$ cat src/rtl/mem_copy_dma.sv
// Byte-wise block copy engine that drives the shared data-memory port while busy.
// Optional running checksum of copied bytes on output soma when CHECKSUM_EN is defined.
module mem_copy_dma #(
    parameter int ADDR_W = 8,
    parameter int DATA_W = 8
) (
    input  logic              clock,
    input  logic              reset,
    input  logic              start,
    input  logic [ADDR_W-1:0] src,
    input  logic [ADDR_W-1:0] dst,
    input  logic [ADDR_W-1:0] len,
    output logic              busy,
    output logic              done,
    output logic              memRead,
    output logic              memWrite,
    output logic [ADDR_W-1:0] endereco,
    output logic [DATA_W-1:0] escreveDado,
    input  logic [DATA_W-1:0] leDado
`ifdef CHECKSUM_EN
    ,
    output logic [DATA_W-1:0] soma
`endif
);

    typedef enum logic [1:0] {IDLE, LER, ESCREVER, FIM} state_t;

    state_t            state, state_nxt;
    logic [ADDR_W-1:0] src_r, dst_r, len_r, i_r;
    logic [ADDR_W-1:0] i_inc;
    logic [DATA_W-1:0] buf_r;
    logic              accept;

    function automatic logic [ADDR_W-1:0] addr_add(input logic [ADDR_W-1:0] a,
                                                   input logic [ADDR_W-1:0] b);
        return a + b;
    endfunction

    assign i_inc = i_r + ADDR_W'(1);

    always_comb begin
        state_nxt = state;
        accept    = 1'b0;
        unique case (state)
            IDLE: begin
                if (start) begin
                    accept    = 1'b1;
                    state_nxt = (len == '0) ? FIM : LER;
                end
            end
            LER:      state_nxt = ESCREVER;
            ESCREVER: state_nxt = (i_inc == len_r) ? FIM : LER;
            FIM:      state_nxt = IDLE;
            default:  state_nxt = IDLE;
        endcase
    end

    // Outputs decode registered state only; start/src/dst/len/leDado never reach them.
    always_comb begin
        busy        = 1'b0;
        done        = 1'b0;
        memRead     = 1'b0;
        memWrite    = 1'b0;
        endereco    = '0;
        escreveDado = '0;
        unique case (state)
            LER: begin
                busy     = 1'b1;
                memRead  = 1'b1;
                endereco = addr_add(src_r, i_r);
            end
            ESCREVER: begin
                busy        = 1'b1;
                memWrite    = 1'b1;
                endereco    = addr_add(dst_r, i_r);
                escreveDado = buf_r;
            end
            FIM:     done = 1'b1;
            default: ;
        endcase
    end

    always_ff @(posedge clock or posedge reset) begin
        if (reset) begin
            state <= IDLE;
            src_r <= '0;
            dst_r <= '0;
            len_r <= '0;
            i_r   <= '0;
            buf_r <= '0;
        end else begin
            state <= state_nxt;
            if (accept) begin
                src_r <= src;
                dst_r <= dst;
                len_r <= len;
                i_r   <= '0;
            end
            if (state == LER) begin
                buf_r <= leDado;
            end
            if (state == ESCREVER) begin
                i_r <= i_inc;
            end
        end
    end

`ifdef CHECKSUM_EN
    function automatic logic [DATA_W-1:0] sum_wrap(input logic [DATA_W-1:0] a,
                                                   input logic [DATA_W-1:0] b);
        return a + b;
    endfunction

    // Sum wraps modulo 2**DATA_W and holds after FIM until the next accepted start.
    always_ff @(posedge clock or posedge reset) begin
        if (reset) begin
            soma <= '0;
        end else if (accept) begin
            soma <= '0;
        end else if (state == ESCREVER) begin
            soma <= sum_wrap(soma, buf_r);
        end
    end
`endif

endmodule
$ cat config.mk
export PLATFORM = sky130hd
export DESIGN_NAME = mem_copy_dma
export DESIGN_NICKNAME = d
export VERILOG_FILES = /design/src/rtl/mem_copy_dma.sv
export SDC_FILE = /design/constraint.sdc
export NUM_CORES = 1
export LEC_CHECK = 0
export ABC_AREA = 1
export CAP_MARGIN = 20
export CORE_UTILIZATION = 45
export DETAILED_ROUTE_END_ITERATION = 8
export PLACE_DENSITY = 0.85
export SYNTH_ARGS = -nofsm -noshare
export SYNTH_HDL_FRONTEND = slang
export SYNTH_SLANG_ARGS = --single-unit
$ cat constraint.sdc
create_clock -name clock -period 3.1 [get_ports clock]
set_input_delay 0.465 -clock clock [delete_from_list [all_inputs] [get_ports clock]]
set_output_delay 0.465 -clock clock [all_outputs]
set_load 0.01 [all_outputs]
==> flow_summary.toml <==
[sta]
finalHoldViolations = 0
period_share_pct = 96.2
holdWs_ps = 476
rsz0062_at_grt = "yes"
slew_headroom_pct = 64.5
worst_pin_slew_ps = 533
fin_skew_ps = 9.66
finalSetupViolations = 0
max_freq_mhz = 335
period_minus_slack_ps = 2980
slew_viol_final = 0

[critical_path]
max_stage_delay_ps = 400
crit_fanout = 11
end_kind = "output port"
cp_slowest_cell = "dfrtp_1"
required_ps = 2630
worstRegToRegCells = 15
start_kind = "register"
reg2reg_from = "state[0]"
crit_type = "register to output port"
cp_data_arrival_time_ps = 2520
r2r-end = "state[1]"
reg2reg_setup_slack_ps = 960
path_cells = "inv_2 > ha_4 > buf_4 > nand2_1 > o21ai_1 > ha_1 > inv_1 > nor2_1 > o21ai_1 > nand2_1 > a21oi_1 > o21bai_1 > buf_4 > a21oi_1 > buf_2"

[global_routing]
busiest_layer = "met2"
use_met2_pct = 36.5
grt_util_all_layers_pct = 22.1
met3_usage_pct = 4.76
grt-ovfl-total = 0
grtUsageMet1_pct = 28.5
grt_max_degree = 43
grt_pass1_wl_mm = 9.32
grt_pass1_vias = 2093
antenna_found_initial = 0

[final_layout]
multi_input_area_um2 = 1210
fill_cells = 462
antenna_cells = 0
area_delta_synth_final_pct = 33.1
ff_latch_area_um2 = 1050
nNetsFinal = 428
drive_above_1_share_pct = 13.2

[synthesis]
syn_area_um2 = 2440
synth_top_area_share_pct = 43.1
avgSynthCellArea_um2 = 7.88
synth-edff-count = 0
ys_top_cells_by_count = "80 x nand2_1, 44 x inv_1, 42 x dfrtp_1"
synth_nets = 358
postSynthCellCount = 309
yosys_warnings = 0
synth_cell_types = 28
ys_seq_area_share_pct = 43.1
synth_largest_area_cell = "dfrtp_1"
yosysMostFrequentCell = "nand2_1"
synth_top_flop_cell = "dfrtp_1"
yosys-top-cells-area = "dfrtp_1 43%, nand2_1 12%, inv_1 6.8%, ha_1 6.7%, mux2_2 5.5%"
ys_async_sr_fraction_pct = 100
ys_ff_latch = 42

[detailed_routing]
wl_per_cell_um = 12.8
num_vias = 2280
dr.pass1.iters = 4
routed_via_density = 5.08
ant_nets = 0
totalWireLength_mm = 5.73
drt_iter0_markers = 176
drc = 0

[die]
core_um2 = 5170
dieArea_um2 = 5710
fp.dieH_um = 75.6
die_x_um = 75.6
start_util_pct = 47.1
io_pins = 55
num_rows = 26

[power_and_ir_drop]
p_per_area_nw_per_um2 = 952
ir_drop_v = 0.000468
p_total_uw = 3090
p_leak_uw = 0.00160

[run]
maxCapViolCount = 0

[placement]
dp_hpwl_mm = 4.33
port_buffers = 54
place.gp.congestion = 0.882

[clock_tree]
root_buffer = "clkbuf_8"
clk_latency_ps = 290
htreeDepth = 2
cts_buffer_depth = 2
postCtsHoldBufs = 0
clkSinkCount = 42
clk_pin_slew_worst_paths_ps = 80
numCtsBuffers = 5
cts_tree = "yes"

[status]
status = "finished clean"

[min_path]
worstHoldPathCells = 2
hp-start = "buf_r[2]"
whs_endpoint = "buf_r[2]"
hp-class = "register to register"
[report_power, final]
part           total (uW)  switching, uW  internal (uW)
clock                 335            180            155
sequential            947            160            787
combinational        1800            952            852
[worst max-delay path: cells and delay by family, from the launching register on]
family	cells	cell delay (ps)
DFF	1	400
adders and majority gates	2	400
buffers and inverters	5	620
AOI/OAI and AO/OA	5	590
and+or+nand+nor	3	220
[cells by family after synthesis]
| family | synth area share [%] |
|---|---|
| mux | 5.55 |
| simple gates | 23.6 |
| xor+xnor | 0.719 |
| compound gates | 11.4 |
| flops | 43.1 |
| fa+ha+maj | 7.50 |
| buf+inv | 8.12 |
[routing by layer]
layer	up-vias	wire (um)
met3	14	375
met4	0	134
met5	-	0
met2	76	2770
met1	1061	2460
li1	1129	-
[timing repair]
action                     in CTS  in global routing
gates resized for setup        14                 10
pin swaps                       2                  5
buffers inserted                1                  2
setup endpoints to repair       6                  4
[placed cells by master (no fill, tap or decap)]
cell type and n:
nand2_2 3, nand3_1 17, clkbuf_8 5, dlymetal6s2s_1 1
clkinv_1 1, o21ai_0 14, nor2_4 1, nand3b_1 2
a31oi_1 1, o21bai_2 1, buf_4 16, a21oi_1 23
o21a_1 1, clkbuf_2 1, nand2_1 80, ha_4 1
fa_2 1, ha_2 1, xor2_1 2, buf_2 1
mux2_2 12, inv_2 2, and2_1 1, ha_1 11
a21oi_2 1, dlygate4sd2_1 3, clkbuf_1 2, nand4_1 3
dfrtp_1 42, clkdlybuf4s50_1 48, o21bai_1 1, nor2_2 3
inv_1 42, o22ai_1 3, o21ai_1 7, nor4_1 2
nor2_1 22, or2_2 1
[stage by stage]
stage	instances	util [%]	setup TNS, ps	worst slack [ps]	instance area (um2)
floorplan	309	-	0	36.8	2440
CTS	447	62.4	0	10.7	3230
global placement	439	60.6	0	37.9	3130
finish	449	62.7	0	117	3240
global route	449	62.7	-208	-81.5	3240
detailed placement	439	60.6	-77.9	-77.9	3130
[state kept, by name, indices dropped and copies added, names as in the netlist]
signal  flops
buf_r       8
dst_r       8
i_r         8
len_r       8
src_r       8
state       2
[area by class of cell]
cell class	count	share of cell area [%]
well taps	70	2.70
clock buffers	7	2.35
inverters	45	5.21
multi-input cells	215	37.3
flip-flops and latches	42	32.4
repair buffers	70	20.0
[how the worst max path moves through the flow]
stage                         from  cells past startpoint  slack [ps]          end
after detailed placement  state[0]                     14         -80  endereco[6]
final                     state[0]                     15         120  endereco[6]
after global routing      state[0]                     15         -80  endereco[6]
after floorplan           state[0]                     16          40  endereco[6]
after global placement    state[0]                     14          40  endereco[6]
after CTS                 state[0]                     15          10  endereco[6]
Power figures use the tool's default switching activity.
